<file path="src/rtl/rand_delay_gate.sv">
// Per-packet random delay gate for AXI4-Stream.
// Holds each packet for base + masked PRBS cycles, then passes it through.
module rand_delay_gate #(
    parameter int DATA_WIDTH = 256,
    parameter int PRBS_WIDTH = 31,
    parameter int CNT_WIDTH  = 24
) (
    input  logic                    clk,
    input  logic                    rstn,
    input  logic [PRBS_WIDTH-1:0]   prbs_do,
    output logic                    prbs_advance,
    input  logic                    cfg_enable,
    input  logic [CNT_WIDTH-1:0]    cfg_base,
    input  logic [CNT_WIDTH-1:0]    cfg_mask,
    input  logic [DATA_WIDTH-1:0]   s_axis_tdata,
    input  logic [DATA_WIDTH/8-1:0] s_axis_tkeep,
    input  logic                    s_axis_tvalid,
    input  logic                    s_axis_tlast,
    output logic                    s_axis_tready,
    output logic [DATA_WIDTH-1:0]   m_axis_tdata,
    output logic [DATA_WIDTH/8-1:0] m_axis_tkeep,
    output logic                    m_axis_tvalid,
    output logic                    m_axis_tlast,
    input  logic                    m_axis_tready,
    output logic [31:0]             stat_pkt_cnt
);

    typedef enum logic [1:0] {
        IDLE,
        WAIT,
        PASS
    } state_t;

    state_t               state;
    logic [CNT_WIDTH-1:0] cnt;
    logic [CNT_WIDTH:0]   sum;
    logic [CNT_WIDTH-1:0] dly;
    logic                 in_pass;
    logic                 load;
    logic                 unused_prbs;

    assign unused_prbs = ^prbs_do;

    assign sum = {1'b0, cfg_base}
               + {1'b0, prbs_do[CNT_WIDTH-1:0] & cfg_mask};
    assign dly = sum[CNT_WIDTH] ? '1 : sum[CNT_WIDTH-1:0];

    assign in_pass = (state == PASS);
    assign load    = (state == IDLE) && s_axis_tvalid;

    // Gated by rstn so a held tvalid cannot step the PRBS during reset.
    assign prbs_advance = rstn && load && cfg_enable;

    assign m_axis_tvalid = in_pass && s_axis_tvalid;
    assign s_axis_tready = in_pass && m_axis_tready;
    assign m_axis_tdata  = s_axis_tdata;
    assign m_axis_tkeep  = s_axis_tkeep;
    assign m_axis_tlast  = s_axis_tlast;

    always_ff @(posedge clk or negedge rstn) begin
        if (!rstn) begin
            state        <= IDLE;
            cnt          <= '0;
            stat_pkt_cnt <= '0;
        end else begin
            case (state)
                IDLE: begin
                    if (s_axis_tvalid) begin
                        if (cfg_enable) begin
                            cnt   <= dly;
                            state <= (dly != '0) ? WAIT : PASS;
                        end else begin
                            state <= PASS;
                        end
                    end
                end
                WAIT: begin
                    if (cnt == CNT_WIDTH'(1)) begin
                        state <= PASS;
                    end else begin
                        cnt <= cnt - CNT_WIDTH'(1);
                    end
                end
                PASS: begin
                    if (s_axis_tvalid && m_axis_tready && s_axis_tlast) begin
                        state        <= IDLE;
                        stat_pkt_cnt <= stat_pkt_cnt + 32'd1;
                    end
                end
                default: state <= IDLE;
            endcase
        end
    end

endmodule

</file>
<file path="config.mk">
export PLATFORM = sky130hd
export DESIGN_NAME = rand_delay_gate
export DESIGN_NICKNAME = d
export VERILOG_FILES = /design/src/rtl/rand_delay_gate.sv
export SDC_FILE = /design/constraint.sdc
export NUM_CORES = 1
export LEC_CHECK = 0
export CAP_MARGIN = 15
export CORE_AREA = 3 3 274 276
export DETAILED_ROUTE_END_ITERATION = 12
export DIE_AREA = 0 0 277 279
export HOLD_SLACK_MARGIN = 0.05
export PLACE_DENSITY_LB_ADDON = 0.05
export SETUP_SLACK_MARGIN = 0.3
export SYNTH_ARGS = -nofsm -noshare
export SYNTH_HDL_FRONTEND = slang
export SYNTH_SLANG_ARGS = --single-unit
</file>
<file path="constraint.sdc">
create_clock -name clk -period 3 [get_ports clk]
set_clock_uncertainty 0.05 [all_clocks]
set_input_delay 0.3 -clock clk [delete_from_list [all_inputs] [get_ports clk]]
set_output_delay 0.3 -clock clk [all_outputs]
set_load 0.03 [all_outputs]
</file>
* Word level (Yosys, flattened, before mapping) *
Index checks and enable logic that the tools add are counted.

operators by class
  add/subtract/negate cells = 3
  equal/unequal tests = 8
  muxes and demuxes = 11
  bitwise gates (word level) = 1
  reductions and logical operators = 13

operators by type and width
  kind                   number
  $mux 24                4
  $pmux 24 s2            1
  $add 32x1->32 const B  1
  $add 24x24->25         1
  $and 24x24->24         1
  $eq 24x1->1 const B    1
  $reduce_bool 24->1     1
  $sub 24x1->24 const B  1
  $mux 2                 5
  $ne 2x2->1 const B     4
  $logic_and 1x1->1      7
  $pmux 2 s3             1
  $reduce_and 4->1       1
  $reduce_and 3->1       1
  $eq 2x1->1 const B     1
  $eq 2x2->1 const B     1
  $logic_not 2->1        1
  $ne 2x1->1 const B     1
  $reduce_and 2->1       1
  $reduce_bool 2->1      1

storage, ports and cells
  register bits after elaboration = 58
  bits of input ports = 373
  output and inout bits = 324
  logic and storage cells = 39

* Logic depth before layout (Yosys ltp) *
Gate-level depths: netlist of the first run.

  depth after elaboration = 8
  mapped depth = 12
  mapped depth without buffers = 12

* Least setup slack after synthesis of the first run *
OpenSTA, ideal clock, no wires.

  path type = input port to flip-flop
  start point = in prbs_do[0]
  end point = reg state[1]
  setup time = 65 ps
  arrival = 3187 ps
  data required time = 2885 ps
  setup slack = -301 ps
  cell stages on the path = 12
  path buffers = 0
  cells stage by stage = and2_1 ha_1 fa_1 a211oi_2 and4bb_4 a211oi_4 xor2_1 nand4_1 or4_1 nor4_1 and4_1 o211a_1

on the way
  word-level cells in the longest chain between the ends = 8

ends and longest elaborated chain
  item                  line  source
  from (decl)           10    input logic [PRBS_WIDTH-1:0] prbs_do,
  $and 24x24->24        45    + {1'b0, prbs_do[CNT_WIDTH-1:0] & cfg_mask};
  $add 24x24->25        45
  $mux 24               46    assign dly = sum[CNT_WIDTH] ? '1 : sum[CNT_WIDTH-1:0];
  $reduce_bool 24->1    71    state <= (dly != '0) ? WAIT : PASS;
  $mux 2                71
  $mux 2                69    if (cfg_enable) begin
  $mux 2                68    if (s_axis_tvalid) begin
  $pmux 2 s3            66    case (state)
  to (signal assigned)  71
  to (decl)             34    state_t state;

No other way between the ends. The select of a mux whose other input is x is not followed.
A chain may end at the register's enable or synchronous reset.

* Worst setup path after layout of the first run *
  start point = in cfg_mask[0]
  end point = reg cnt[12]

on the way
  word-level cells in the longest chain between the ends = 6

ends and longest elaborated chain
  item                  line  source
  from (decl)           14    input logic [CNT_WIDTH-1:0] cfg_mask,
  $and 24x24->24        45
  $add 24x24->25        45
  $mux 24               46
  $mux 24               69
  $mux 24               68
  $pmux 24 s2           66
  to (signal assigned)  70    cnt <= dly;
  to (signal assigned)  81    cnt <= cnt - CNT_WIDTH'(1);
  to (decl)             35    logic [CNT_WIDTH-1:0] cnt;

No other way between the ends. The select of a mux whose other input is x is not followed.

==> results of run 1 <==
-- power by group --
part | leakage [nW] | internal [W] | total [W] | switching (W)
Clock | 0.131 | 0.000578 | 0.00100 | 0.000426
Sequential | 0.771 | 0.000921 | 0.00103 | 0.000110
Combinational | 2.67 | 0.00134 | 0.00299 | 0.00165
-- cells by family after synthesis --
kind of cell	after synthesis	share of synthesized area
XOR/XNOR	46	0.0603
flip-flops	58	0.217
adder cells (fa/ha/maj)	28	0.0535
buffers and inverters	316	0.340
AND/OR/NAND/NOR	221	0.171
multiplexers	3	0.00487
AO/OA/AOI/OAI	159	0.153
-- through the flow --
stage	setup WS, ns	instance area [µm²]	setup TNS (ns)	hold WS (ns)
after detailed placement	-1.17	7830	-21.10	0.425
after CTS	-0.398	8930	-1.14	0.205
after global routing	-0.395	9030	-4.12	0.233
after global placement	-1.10	7830	-21.25	0.423
after floorplan	-0.117	6730	-0.233	-0.0456
final	-0.243	9030	-0.721	0.158
-- cell type report --
type / count / area [µm²]
clock buffers: 11 / 243
clock inverters: 5 / 30.0
fillers: 8400 / 63800
inverters: 7 / 26.3
multi-input cells: 457 / 3560
flip-flops and latches: 58 / 1450
well taps: 959 / 1200
repair buffers: 279 / 2520
-- metal layers --
metal	track usage	part of all wire
met4	0.0202	0.023
met5	0.0140	0.0046
met2	0.110	0.46
met3	0.0299	0.089
met1	0.0817	0.42
-- synthesized netlist by cell type (all sizes together) (6+ instances only) --
| master | number | area [µm²] |
|---|---|---|
| buf | 292 | 2180 |
| nand2 | 59 | 221 |
| dfrtp | 58 | 1450 |
| a21oi | 52 | 260 |
| o21ai | 43 | 215 |
| nor2 | 37 | 139 |
| ha | 27 | 338 |
| xnor2 | 27 | 236 |
| and2 | 26 | 163 |
| nand3 | 22 | 110 |
| xor2 | 19 | 166 |
| clkbuf | 17 | 63.8 |
| nand4 | 13 | 81.3 |
| and3 | 12 | 75.1 |
| nor3 | 10 | 50.1 |
| a21o | 9 | 68.8 |
| nor4 | 9 | 56.3 |
| inv | 7 | 26.3 |
| and4 | 6 | 53.8 |
| o21a | 6 | 45.0 |
-- path summary, 6_finish.rpt --
kind                                                    from                      endpoint  slack (ns)
worst max register to register            cnt[6]$_DFFE_PN0P_           cnt[18]$_DFFE_PN0P_        0.41
min in group clk                stat_pkt_cnt[31]$_DFFE_PN0P_  stat_pkt_cnt[31]$_DFFE_PN0P_        0.43
worst min-delay path                                    rstn   stat_pkt_cnt[8]$_DFFE_PN0P_        0.16
max in group asynchronous                               rstn           cnt[17]$_DFFE_PN0P_        2.13
worst max-delay path                             cfg_mask[0]           cnt[12]$_DFFE_PN0P_       -0.24
worst min register to register  stat_pkt_cnt[31]$_DFFE_PN0P_  stat_pkt_cnt[31]$_DFFE_PN0P_        0.43
-- sequential cells by signal, indices dropped and copies added (netlist names) --
| register | count |
|---|---|
| stat_pkt_cnt | 32 |
| cnt | 24 |
| state | 2 |
-- repair_timing --
| item | in CTS | in global routing |
|---|---|---|
| cloned | 0 | 0 |
| endpoints found under the setup margin | 26 | 31 |
| setup buffers | 30 | 2 |
| pin swaps | 50 | 20 |
| endpoints found under the hold margin | 0 | 0 |
| gates resized for setup | 165 | 20 |
==> flow_metrics.py, run 1 <==
metrics = {
    "timing": {
        "maxSlewHeadroom": 0.380,
        "period_share": 1.08,
        "period_needed_ns": 3.24,
        "setup_ws_ns": -0.243,
        "rsz0062_at_grt": "yes",
        "worst_slew_pin_slew_ns": 0.929,
        "setup_viol": 10,
        "hold_viol_final": 0,
        "slew_violations": 0,
        "clock.fmax_mhz": 308,
    },
    "setup_path": {
        "ff2ff_path_depth": 6,
        "cp.arrival_ns": 3.46,
        "end_kind": "flip-flop",
        "crit_cells": 21,
        "critPathTopFamily": "buffers and inverters",
        "setup.worst_path.start_class": "input pin",
        "worstPathMaxFanout": 4,
        "cpMostUsedCell": "buf_6",
        "slowest_delay_ns": 0.39,
        "path_class": "in2reg",
        "critPathBufInv": 11,
        "worstPathCellList": "buf_6 > and2_4 > ha_4 > fa_2 > a211oi_4 > and4bb_4 > a211oi_4 > xor2_1 > buf_4 > buf_6 > buf_6 > buf_6 > buf_6 > buf_6 > buf_6 > buf_6 > buf_6 > buf_6 > nand3_4 > o21ai_2 > a21oi_1",
        "critPathSlowestCell": "fa_2",
        "worstPathRequired_ns": 3.21,
    },
    "die": {
        "io_pins": 697,
        "start_util": 0.0918,
        "die_area_um2": 77300,
        "fp.coreArea_um2": 72800,
        "die_x_um": 277,
        "rows": 99,
        "chipHeight_um": 279,
    },
    "cts": {
        "clockBufferDepth": 2,
        "clkTransAtPathRegs_ns": 0.06,
        "hold_buffers": 0,
        "cts_tree": "done",
        "cts_max_level": 3,
        "clk_latency_ns": 0.34,
        "cts_root_buf": "clkbuf_16",
        "cts_made_buffers": 9,
        "numClockSinks": 58,
    },
    "route": {
        "drt_wl_total_um": 27400,
        "antenna_left": 0,
        "drt_pre_antenna_iters": 4,
        "wire_per_inst_um": 15.5,
        "vias": 5370,
        "drt_iter0_drc": 143,
        "route.detailed.drc": 0,
        "via_per_inst": 3.02,
    },
    "logic_synthesis": {
        "syn_area_per_cell_um2": 8.04,
        "ys_seq_area_frac": 0.217,
        "ys_types": 63,
        "ys.flop_type": "dfrtp_1",
        "ys_async_sr_fraction": 1.00,
        "syn_inst": 831,
        "syn_nets": 1232,
        "syn_area_um2": 6680,
        "synth_edf_count": 0,
        "ys_ff_latch": 58,
        "yosys_warnings": 0,
    },
    "placed_design": {
        "dp_hpwl_um": 22300,
        "placement.io_buffers": 113,
        "placedCellCount": 1728,
        "gp_congestion": 0.636,
    },
    "final_layout": {
        "area_delta_synth_final_pct": 35.2,
        "stdcell_count": 1776,
        "postLayoutCoreUtil": 0.124,
        "drive_gt1_frac": 0.355,
        "mostFrequentLayoutCell": "buf_4",
        "num_antenna_cells": 0,
        "final_cell_mix": "buf_4, clkdlybuf4s50_1, dfrtp_1, nand2_1, a21oi_1",
        "fin_nets": 1213,
    },
    "hold_path": {
        "hold_path.class": "in2async",
    },
    "power": {
        "power_w": 0.00503,
        "peakVddDrop_uv": 265,
        "powerDensity_nw_per_um2": 556,
        "p_leak_nw": 3.57,
    },
    "global_routing": {
        "grt_first_pass_wirelength_um": 40200,
        "grt_pass1_vias": 5974,
        "grt_overflow": 0,
        "antenna_found_initial": 0,
        "grt_max_degree": 59,
        "grt_usage": 0.0686,
    },
    "outcome": {
        "status": "finished, violations left",
        "violations": "negative setup slack",
    },
    "run": {
        "drv_cap": 0,
    },
}
No activity file was read; power rests on OpenSTA's default activity.
==> run 2: changes to the inputs <==
--- a/config.mk
+++ b/config.mk
@@ -6,9 +6,12 @@
 export NUM_CORES = 1
 export LEC_CHECK = 0
 export CAP_MARGIN = 15
-export CORE_AREA = 3 3 274 276
+export CELL_PAD_IN_SITES_DETAIL_PLACEMENT = 1
+export CELL_PAD_IN_SITES_GLOBAL_PLACEMENT = 1
+export CORE_AREA = 3 3 272 274
+export CTS_CLUSTER_SIZE = 10
 export DETAILED_ROUTE_END_ITERATION = 12
-export DIE_AREA = 0 0 277 279
+export DIE_AREA = 0 0 275 277
 export HOLD_SLACK_MARGIN = 0.05
 export PLACE_DENSITY_LB_ADDON = 0.05
 export SETUP_SLACK_MARGIN = 0.3
==> flow_metrics.py, run 2 (same netlist as run 1, synthesis figures left out) <==
metrics = {
    "outcome": {
        "status": "finished, violations left",
        "violations": "negative setup slack",
    },
    "global_routing": {
        "antenna_found_initial": 0,
        "top_usage_layer": "met2",
        "grt_overflow": 0,
        "grt_first_pass_wirelength_um": 40400,
        "grt_use_met3": 0.0326,
        "grt_usage": 0.0701,
        "grt_pass1_vias": 6109,
        "use_met1": 0.0796,
        "grt_max_degree": 59,
        "gr-usage-met2": 0.118,
    },
    "cts": {
        "cts_made_buffers": 9,
        "clk_latency_ns": 0.33,
        "cts_tree": "done",
        "clockBufferDepth": 2,
        "numClockSinks": 58,
        "cts_root_buf": "clkbuf_16",
        "clkTransAtPathRegs_ns": 0.06,
        "cts_max_level": 3,
    },
    "hold_path": {
        "hold_path.class": "in2async",
    },
    "power": {
        "p_leak_nw": 3.73,
        "power.net_switching_w": 0.00223,
        "p_int_w": 0.00309,
        "powerDensity_nw_per_um2": 586,
        "seq_power_share": 0.196,
        "comb_power_share": 0.576,
        "peakVddDrop_uv": 320,
        "power_w": 0.00532,
        "p_sw_frac": 0.419,
        "clkPwrFrac": 0.228,
    },
    "setup_path": {
        "critPathTopFamily": "simple AND/OR/NAND/NOR gates",
        "r2r_start": "cnt[0]$_DFFE_PN0P_",
        "worstPathRequired_ns": 3.22,
        "critPathBufInv": 3,
        "setup.worst_path.start_class": "input pin",
        "worstPathCellList": "buf_6 > and2_4 > ha_4 > fa_2 > a211oi_4 > buf_4 > and4bb_4 > a211oi_4 > buf_4 > o21ai_2 > xor2_1 > or4_4 > nor4_4 > and4_4 > o211a_1",
        "ff2ff_path_depth": 8,
        "worstPathMaxFanout": 4,
        "path_class": "in2reg",
        "reg2reg_to": "cnt[6]$_DFFE_PN0P_",
        "cp.arrival_ns": 3.43,
        "reg2reg_slack_ns": 0.34,
        "slowest_delay_ns": 0.50,
        "critPathSlowestCell": "or4_4",
        "end_kind": "flip-flop",
    },
    "route": {
        "drt_pre_antenna_iters": 4,
        "wire_per_inst_um": 15.7,
        "drt_wl_total_um": 27600,
        "route.detailed.drc": 0,
        "via_per_inst": 3.08,
        "antenna_left": 0,
        "drt_iter0_drc": 98,
        "vias": 5431,
    },
    "final_layout": {
        "mostFrequentLayoutCell": "buf_4",
        "num_antenna_cells": 0,
        "multiInputGateArea_um2": 3570,
        "register_area_um2": 1450,
        "final_area_um2": 9090,
        "fin_nets": 1210,
        "largest_reg_flops": 32,
        "area_delta_synth_final_pct": 36.0,
        "top_register": "stat_pkt_cnt",
        "reg_top3": "stat_pkt_cnt: 32 flops, cnt: 24 flops, state: 2 flops",
        "drive_gt1_frac": 0.356,
        "final_cell_mix": "buf_4, clkdlybuf4s50_1, dfrtp_1, nand2_1, a21oi_1",
        "nFillCells": 8472,
    },
    "die": {
        "fp.coreArea_um2": 71600,
        "start_util": 0.0933,
        "io_pins": 697,
        "die_x_um": 275,
        "die_area_um2": 76200,
        "chipHeight_um": 277,
        "rows": 98,
    },
    "placed_design": {
        "dp_hpwl_um": 22700,
        "place_ws_ns": -1.14,
        "placement.io_buffers": 113,
        "dpl_cell_area_um2": 7800,
        "gp_congestion": 0.658,
    },
    "timing": {
        "slew_violations": 0,
        "hold_viol_final": 0,
        "worst_slew_pin_slew_ns": 0.923,
        "setup-tns-final_ns": -1.14,
        "period_share": 1.07,
        "setup_viol": 15,
        "maxSlewHeadroom": 0.385,
        "setup_ws_ns": -0.203,
        "rsz0062_at_grt": "yes",
        "period_needed_ns": 3.20,
        "clock.fmax_mhz": 312,
    },
    "run": {
        "drv_cap": 0,
    },
}
[run 2: changes by cell type in the layout (fill, tap and decap cells not counted), sizes merged]
cell           previous run  this run
clkdlybuf4s15             8         2
clkinv                    3         1
buf                     175       166
clkinvlp                  2         1
dlymetal6s2s              0        18
clkbuf                   11        12
bufinv                    0         2
dlygate4sd2               2         4
clkdlybuf4s50            94        86
[run 2: layer usage]
| layer | up-vias | share of wire | routed length, µm |
|---|---|---|---|
| li1 | 2521 | - | - |
| met1 | 2583 | 0.40 | 10900 |
| met4 | 4 | 0.014 | 382 |
| met3 | 44 | 0.096 | 2650 |
| met2 | 279 | 0.49 | 13600 |
| met5 | - | 0.0027 | 75 |
[run 2: power by group through the flow]
stage	clock [W]	sequential (W)	combinational [W]
floorplan	0	0.00100	0.00222
global placement	0	0.00106	0.00262
detailed placement	0	0.00105	0.00263
CTS	0.00127	0.00104	0.00300
global route	0.00131	0.00106	0.00342
finish	0.00121	0.00104	0.00306
[run 2: repair_timing]
item / CTS / global route
hold buffers: 0 / 0
pin swaps: 38 / 49
endpoints found under the hold margin: 0 / 0
setup buffers: 12 / 19
resized for setup: 99 / 65
endpoints found under the setup margin: 26 / 32
cloned: 1 / 0
[run 2: worst register-to-register path, cell delays in order, from the launching register on]
cell	delay, ns
dfrtp_1	0.45
ha_1	0.24
nor2b_1	0.13
nand4_1	0.11
nand2_1	0.12
a21oi_2	0.76
buf_4	0.38
nand2_1	0.09
a22o_1	0.23
[run 2: cell type report]
| class | count | area share |
|---|---|---|
| multi-input cells | 457 | 0.393 |
| well taps | 950 | 0.131 |
| repair buffers | 276 | 0.277 |
| clock buffers | 12 | 0.0293 |
| clock inverters | 4 | 0.00799 |
| inverters | 7 | 0.00289 |
| flip-flops and latches | 58 | 0.160 |
[run 2: worst max-delay path by stage]
stage                     slack, ns  cells after the start                    to        start
final                         -0.20                     15  state[1]$_DFFE_PN0P_  cfg_mask[0]
after global routing          -0.35                     15  state[1]$_DFFE_PN0P_  cfg_mask[0]
after CTS                     -0.40                     14  state[1]$_DFFE_PN0P_  cfg_mask[0]
after detailed placement      -1.14                     14  state[1]$_DFFE_PN0P_   prbs_do[0]
after global placement        -1.16                     14  state[1]$_DFFE_PN0P_   prbs_do[0]
after floorplan               -0.12                     12  state[1]$_DFFE_PN0P_   prbs_do[0]
[run 2: per-stage QoR]
| stage | util | hold WS (ns) | cells |
|---|---|---|---|
| 2_1_floorplan | - | -0.0456 | 831 |
| 3_3_place_gp | 0.109 | 0.425 | 1716 |
| 3_5_place_dp | 0.109 | 0.423 | 1716 |
| 4_1_cts | 0.121 | 0.205 | 1745 |
| 5_1_grt | 0.127 | 0.224 | 1764 |
| 6_report | 0.127 | 0.128 | 1764 |
